`config.mk`:
```
export PLATFORM = sky130hd
export DESIGN_NAME = muldiv_unit
export DESIGN_NICKNAME = d
export VERILOG_FILES = /design/src/rtl/muldiv_unit.sv
export SDC_FILE = /design/constraint.sdc
export NUM_CORES = 1
export LEC_CHECK = 0
export ABC_CLOCK_PERIOD_IN_PS = 10770
export CAP_MARGIN = 5
export CELL_PAD_IN_SITES_DETAIL_PLACEMENT = 0
export CELL_PAD_IN_SITES_GLOBAL_PLACEMENT = 1
export CORE_ASPECT_RATIO = 0.9
export CORE_UTILIZATION = 48
export DETAILED_ROUTE_END_ITERATION = 10
export GPL_TIMING_DRIVEN = 0
export PLACE_DENSITY = 0.95
export REMOVE_ABC_BUFFERS = 1
export SLEW_MARGIN = 40
export SYNTH_ARGS = -nofsm -noshare
export SYNTH_HDL_FRONTEND = slang
export SYNTH_SLANG_ARGS = --single-unit
```
`constraint.sdc`:
```
create_clock -name clock -period 10.77 [get_ports clock]
set_input_delay 1.077 -clock clock [delete_from_list [all_inputs] [get_ports clock]]
set_output_delay 1.077 -clock clock [all_outputs]
set_load 0.02 [all_outputs]
```
`src/rtl/muldiv_unit.sv`:
```
// muldiv_unit: iterative RV32M multiply/divide unit.
// Multiplies by shift-add and divides by restoring division, one bit per clock.
// A single 64-bit accumulator is shared by both datapaths:
//   multiply: {partial product high, multiplier shifting out}
//   divide:   {partial remainder, dividend shifting out / quotient shifting in}
module muldiv_unit #(
    parameter int XLEN = 32
) (
    input  logic            clock,
    input  logic            reset,
    input  logic            start,
    input  logic [2:0]      funct3,
    input  logic [XLEN-1:0] operandA,
    input  logic [XLEN-1:0] operandB,
    input  logic [4:0]      rdIn,
    output logic            busy,
    output logic            done,
    output logic            writeRegister,
    output logic [4:0]      rdOut,
    output logic [XLEN-1:0] result
);

    typedef enum logic [1:0] {
        S_IDLE,
        S_RUN,
        S_FINISH,
        S_SPECIAL
    } state_t;

    localparam logic [XLEN-1:0] MIN_INT = {1'b1, {(XLEN-1){1'b0}}};

    state_t            state;
    logic [2:0]        op;
    logic [4:0]        rd_q;
    logic [5:0]        cnt;
    logic [2*XLEN-1:0] acc;
    logic [XLEN-1:0]   opnd;
    logic              neg_q;
    logic              neg_r;

    logic              a_sgn;
    logic              b_sgn;
    logic              a_neg;
    logic              b_neg;
    logic [XLEN-1:0]   mag_a;
    logic [XLEN-1:0]   mag_b;
    logic              div_zero;
    logic              div_ovf;
    logic [XLEN:0]     mul_sum;
    logic [XLEN:0]     div_diff;
    logic [2*XLEN-1:0] prod_fix;
    logic [XLEN-1:0]   quo_fix;
    logic [XLEN-1:0]   rem_fix;
    logic [XLEN-1:0]   fin_val;

    // Operand decode at issue and per-iteration datapath arithmetic
    always_comb begin
        a_sgn    = 1'b0;
        b_sgn    = 1'b0;
        if (funct3[2]) begin
            a_sgn = ~funct3[0];
            b_sgn = ~funct3[0];
        end else begin
            a_sgn = ~(funct3[1] & funct3[0]);
            b_sgn = ~funct3[1];
        end
        a_neg    = a_sgn & operandA[XLEN-1];
        b_neg    = b_sgn & operandB[XLEN-1];
        mag_a    = a_neg ? -operandA : operandA;
        mag_b    = b_neg ? -operandB : operandB;
        div_zero = (operandB == '0);
        div_ovf  = ~funct3[0] & (operandA == MIN_INT) & (operandB == '1);

        mul_sum  = {1'b0, acc[2*XLEN-1:XLEN]} + (acc[0] ? {1'b0, opnd} : '0);
        // Shifted partial remainder is always < 2*divisor, so bit XLEN is the borrow
        div_diff = acc[2*XLEN-1:XLEN-1] - {1'b0, opnd};

        prod_fix = neg_q ? -acc : acc;
        quo_fix  = neg_q ? -acc[XLEN-1:0] : acc[XLEN-1:0];
        rem_fix  = neg_r ? -acc[2*XLEN-1:XLEN] : acc[2*XLEN-1:XLEN];

        fin_val  = '0;
        if (op[2])
            fin_val = op[1] ? rem_fix : quo_fix;
        else if (op[1:0] == 2'b00)
            fin_val = prod_fix[XLEN-1:0];
        else
            fin_val = prod_fix[2*XLEN-1:XLEN];
    end

    // Control FSM, iteration datapath and registered outputs
    always_ff @(posedge clock or posedge reset) begin
        if (reset) begin
            state         <= S_IDLE;
            op            <= '0;
            rd_q          <= '0;
            cnt           <= '0;
            acc           <= '0;
            opnd          <= '0;
            neg_q         <= 1'b0;
            neg_r         <= 1'b0;
            busy          <= 1'b0;
            done          <= 1'b0;
            writeRegister <= 1'b0;
            rdOut         <= '0;
            result        <= '0;
        end else begin
            done          <= 1'b0;
            writeRegister <= 1'b0;
            case (state)
                S_IDLE: begin
                    if (start) begin
                        op    <= funct3;
                        rd_q  <= rdIn;
                        cnt   <= '0;
                        busy  <= 1'b1;
                        neg_q <= a_neg ^ b_neg;
                        neg_r <= a_neg;
                        if (funct3[2] && div_zero) begin
                            acc   <= {{XLEN{1'b0}}, (funct3[1] ? operandA : '1)};
                            state <= S_SPECIAL;
                        end else if (funct3[2] && div_ovf) begin
                            acc   <= {{XLEN{1'b0}}, (funct3[1] ? '0 : MIN_INT)};
                            state <= S_SPECIAL;
                        end else if (funct3[2]) begin
                            acc   <= {{XLEN{1'b0}}, mag_a};
                            opnd  <= mag_b;
                            state <= S_RUN;
                        end else begin
                            acc   <= {{XLEN{1'b0}}, mag_b};
                            opnd  <= mag_a;
                            state <= S_RUN;
                        end
                    end
                end
                S_RUN: begin
                    if (op[2]) begin
                        if (div_diff[XLEN])
                            acc <= {acc[2*XLEN-2:0], 1'b0};
                        else
                            acc <= {div_diff[XLEN-1:0], acc[XLEN-2:0], 1'b1};
                    end else begin
                        acc <= {mul_sum, acc[XLEN-1:1]};
                    end
                    cnt <= cnt + 6'd1;
                    if (cnt == 6'(XLEN-1))
                        state <= S_FINISH;
                end
                S_FINISH: begin
                    result        <= fin_val;
                    rdOut         <= rd_q;
                    done          <= 1'b1;
                    writeRegister <= 1'b1;
                    busy          <= 1'b0;
                    state         <= S_IDLE;
                end
                S_SPECIAL: begin
                    result        <= acc[XLEN-1:0];
                    rdOut         <= rd_q;
                    done          <= 1'b1;
                    writeRegister <= 1'b1;
                    busy          <= 1'b0;
                    state         <= S_IDLE;
                end
                default: state <= S_IDLE;
            endcase
        end
    end

endmodule

```
==> parameters.txt <==
Parameter                              Value

Outcome
  Status ... complete, but fails checks
  Failing checks ... design-rule violations

Finish
  Total Nets Final ... about 2.3k
  Sequential cell area in the final layout ... just under 4000 um2
  Filler cell count ... between 3k and 4k
  Share of post-route cells with drive strength above 1 ... under 10%
  Antenna cell count ... 0
  Relative area change from synthesis to final layout ... 13.4%
  Area taken by multi-input logic gates ... approximately 11,000 um2

Detailed routing
  Top routing layer in use ... met4
  Number of antenna-violating nets in the routed design ... 0
  Post-detailed-route DRC marker count ... 1
  Number of detailed-routing iterations run before antenna repair ... 8
  Post-DR wirelength/cell ... 21.1 um
  Number of design-rule violations left by the first detailed-router iteration ... ~1.5k
  Total detailed-routing wirelength ... approximately 54,000 um
  DR vias/cell ... 6.33
  Met2 Wirelength ... roughly 24,000 um
  Wire length on met3 ... 3970 um
  Total vias in the final route ... approximately 16k
  Wl on met1 ... 24,300 um

Yosys
  Fraction of registers with async set/reset ... between 90% and 100%
  Most area-hungry cell type in the Yosys netlist ... dfrtp_1
  Cell types with the highest counts after synthesis ... 273 x nand2_1, 236 x o21ai_0, 197 x nor2_1, 153 x a21oi_1, 153 x dfrtp_1
  Count of synthesis-stage warnings from yosys ... 0
  Number of enable flip-flop cells after synthesis ... 0
  Portion of the post-synthesis area used by sequential elements ... 24.2%
  Most used standard cell by instance count after synthesis ... nand2_1
  Distinct cell type count after synthesis ... 82
  Mean Syn Cell Area ... 7.37 um2
  Mapped cell area ... about 16,000 um2
  Cells after Synth ... 2,148
  Synth top area cells ... dfrtp_1 24%, o21ai_0 7.5%, nand2_1 6.5%
  Top FF cell, synth ... dfrtp_1
  Post-synthesis register bit count ... ~150
  Area share of the leading cell type in the synthesized netlist ... between 20% and 30%

Place
  Post-Place Worst Slack ... around 5.7 ns
  GPL Wtd Cong ... 0.987
  Input/output buffers ... about 110
  Hpwl dp ... just over 40,000 um

STA
  Final worst-path cycle share ... between 40 and 50%
  Max-slew violation total from the final report ... 0
  Slew @ Worst Pin ... roughly 0.8 ns
  Final worst setup slack ... between 6 and 7 ns
  Highest achievable clock rate ... 0.214 GHz
  Worst max-slew margin expressed relative to the limit ... a little under half
  Final setup fails ... 0
  Unrepaired setup endpoints after global routing ... false
  Max Clock Skew ... approximately 0.013 ns
  Min cycle time layout ... roughly 4.7 ns
  Setup TNS after final layout ... 0 ns
  Final Hold Violating Endpoints ... 0

Clock tree
  CTS clk-pin slew, worst paths ... 0.07 ns
  Clock root buffer master ... clkbuf_16
  TritonCTS clock tree ... done
  Hold buffers post-CTS ... 0
  Total number of H-tree levels ... 4
  Total clock buffers created by CTS ... 17
  Resized Gates After CTS ... 0
  Setup Fix Bufs, Post-CTS ... 0
  Clock sink total ... ~150
  Maximum root-to-sink buffer count ... 2
  Clock latency reported for the late side of the worst-skew pair ... around 0.45 ns

Critical path
  Number of cells traversed by the worst register-to-register path ... 15
  Crit Path Class ... input port to flip-flop
  Launch instance of the worst register-to-register path ... acc[31]
  Critical Path Start Type ... input port
  Worst Path Required ... approximately 11 ns
  CP Max Fanout ... 60
  Crit path arrival time ... approximately 5.0 ns
  Destination of the worst register-to-register timing path ... acc[40]
  Startpoint of the worst setup timing path ... operandA[3]
  Crit. End Element ... flip-flop
  Worst reg-to-reg setup slack ... around 6.4 ns

Floorplan
  Height of the die ... ~170 um
  Number of I/O pins ... between 100 and 150
  Die W ... about 190 um
  Initial core utilization ... between 40% and 50%
  Die outline area ... 33,700 um2
  Number of core rows ... 62
  Placeable core region ... roughly 32,000 um2

Power
  Total power per unit cell area ... ~270 nW/um2
  Leakage component of the power ... 0.00725 uW
  Max IR drop VDD ... 0.000100 V

Worst hold path
  Worst Hold Class ... flip-flop to flip-flop
  Hold EP ... rd_q[1]
  Worst hold path startpoint ... rd_q[1]
  Cell count of the worst hold path ... 2

GRT
  Antenna violations before repair ... 0
  Global-route wire length before repair ... about 85,000 um
  Number of global-route vias before repair ... about 15k
  Pin count of the biggest net entering global routing ... around 80
  Total routing resource utilization after global routing ... roughly 32%
  Global route overflow ... 0

Job
  Number of max-cap violations ... 0
-- kinds of logic after synthesis --
logic type      count (synthesis)  share of synthesized area, %
mux                            64                          4.21
simple gates                  743                          22.4
fa+ha+maj                      72                          5.78
flops                         153                          24.2
buf+inv                       238                          5.86
compound gates                695                          27.4
xor+xnor                      183                          10.1
-- critical path: stages --
cell             delay (ns)
clkdlybuf4s50_1        0.49
or3_1                  0.47
nor4_1                 0.64
nand4_1                0.46
nor3_2                 0.80
nor2_4                 0.24
nand2_4                0.23
buf_12                 0.26
a211oi_1               0.11
a21o_1                 0.19
-- layout make-up --
cell class                 instances  share of cell area, %
timing repair buffer             135                   8.35
multi-input combinational       1757                   62.2
clock buffer                      18                   2.45
sequential                       153                   21.4
clock inverter                    13                   1.07
inverter                          75                   1.61
tap                              416                   2.90
-- flip-flops by register name, summed over array words and instances, names as in the netlist --
register and cells:
acc 64, busy 1, cnt 6, neg_q 1, neg_r 1, op 3, opnd 32, rdOut 5
rd_q 5, result 32, state 2, writeRegister 1
-- worst max-delay path by stage --
| stage | end | slack, ns | cells past startpoint |
|---|---|---|---|
| after floorplan | opnd[19] | 5.52 | 8 |
| after global placement | opnd[31] | 0.19 | 7 |
| after detailed placement | opnd[20] | 5.70 | 10 |
| after CTS | opnd[20] | 6.16 | 10 |
| after global routing | opnd[20] | 5.93 | 14 |
| final | opnd[20] | 6.10 | 10 |
-- per-stage QoR --
stage	hold WS [ns]	util, %	instance area [um2]	cells	total power [uW]
final	0.472	55.8	18000	2567	4870
after CTS	0.479	55.7	17900	2566	4800
after global routing	0.498	55.8	18000	2567	5230
after detailed placement	0.463	53.7	17300	2535	4110
after global placement	0.453	52.3	16800	2515	4010
after floorplan	0.440	-	15200	1985	3210
-- cells in the final DEF, fill, tap and decap left out, types with 10 or more instances in the layout --
cell / n
a311oi_1: 11
a21o_1: 38
and2_1: 12
o211ai_1: 26
nor2_1: 191
a211oi_1: 18
o221ai_1: 13
o21ai_0: 236
dfrtp_1: 148
nand2b_1: 32
nor3_1: 34
o31ai_1: 31
ha_1: 70
nand4_1: 29
nand2_1: 272
or4_1: 17
nand3b_1: 13
nand3_1: 37
nor2b_1: 13
clkdlybuf4s50_1: 113
nor4_1: 10
o41ai_1: 11
a21oi_1: 153
clkbuf_16: 17
xor2_1: 79
mux2i_1: 43
or3_1: 24
inv_1: 71
a211o_1: 10
mux2_2: 21
xnor2_1: 104
o22ai_1: 19
a31oi_1: 24
a221oi_1: 14
a22oi_1: 24
-- power breakdown --
part | leakage, uW | switching, uW | total (uW) | internal [uW]
Sequential | 0.00191 | 446 | 1210 | 767
Combinational | 0.00503 | 1710 | 2980 | 1260
Clock | 0.000305 | 279 | 675 | 396
Total | 0.00725 | 2440 | 4870 | 2430
-- metal layers --
layer	GRT usage, %	vias to the layer above
met5	0	-
met4	10.8	0
met3	4.75	110
met2	51.6	670
met1	43.9	7742
li1	-	7726
Power figures use the tool's default switching activity.
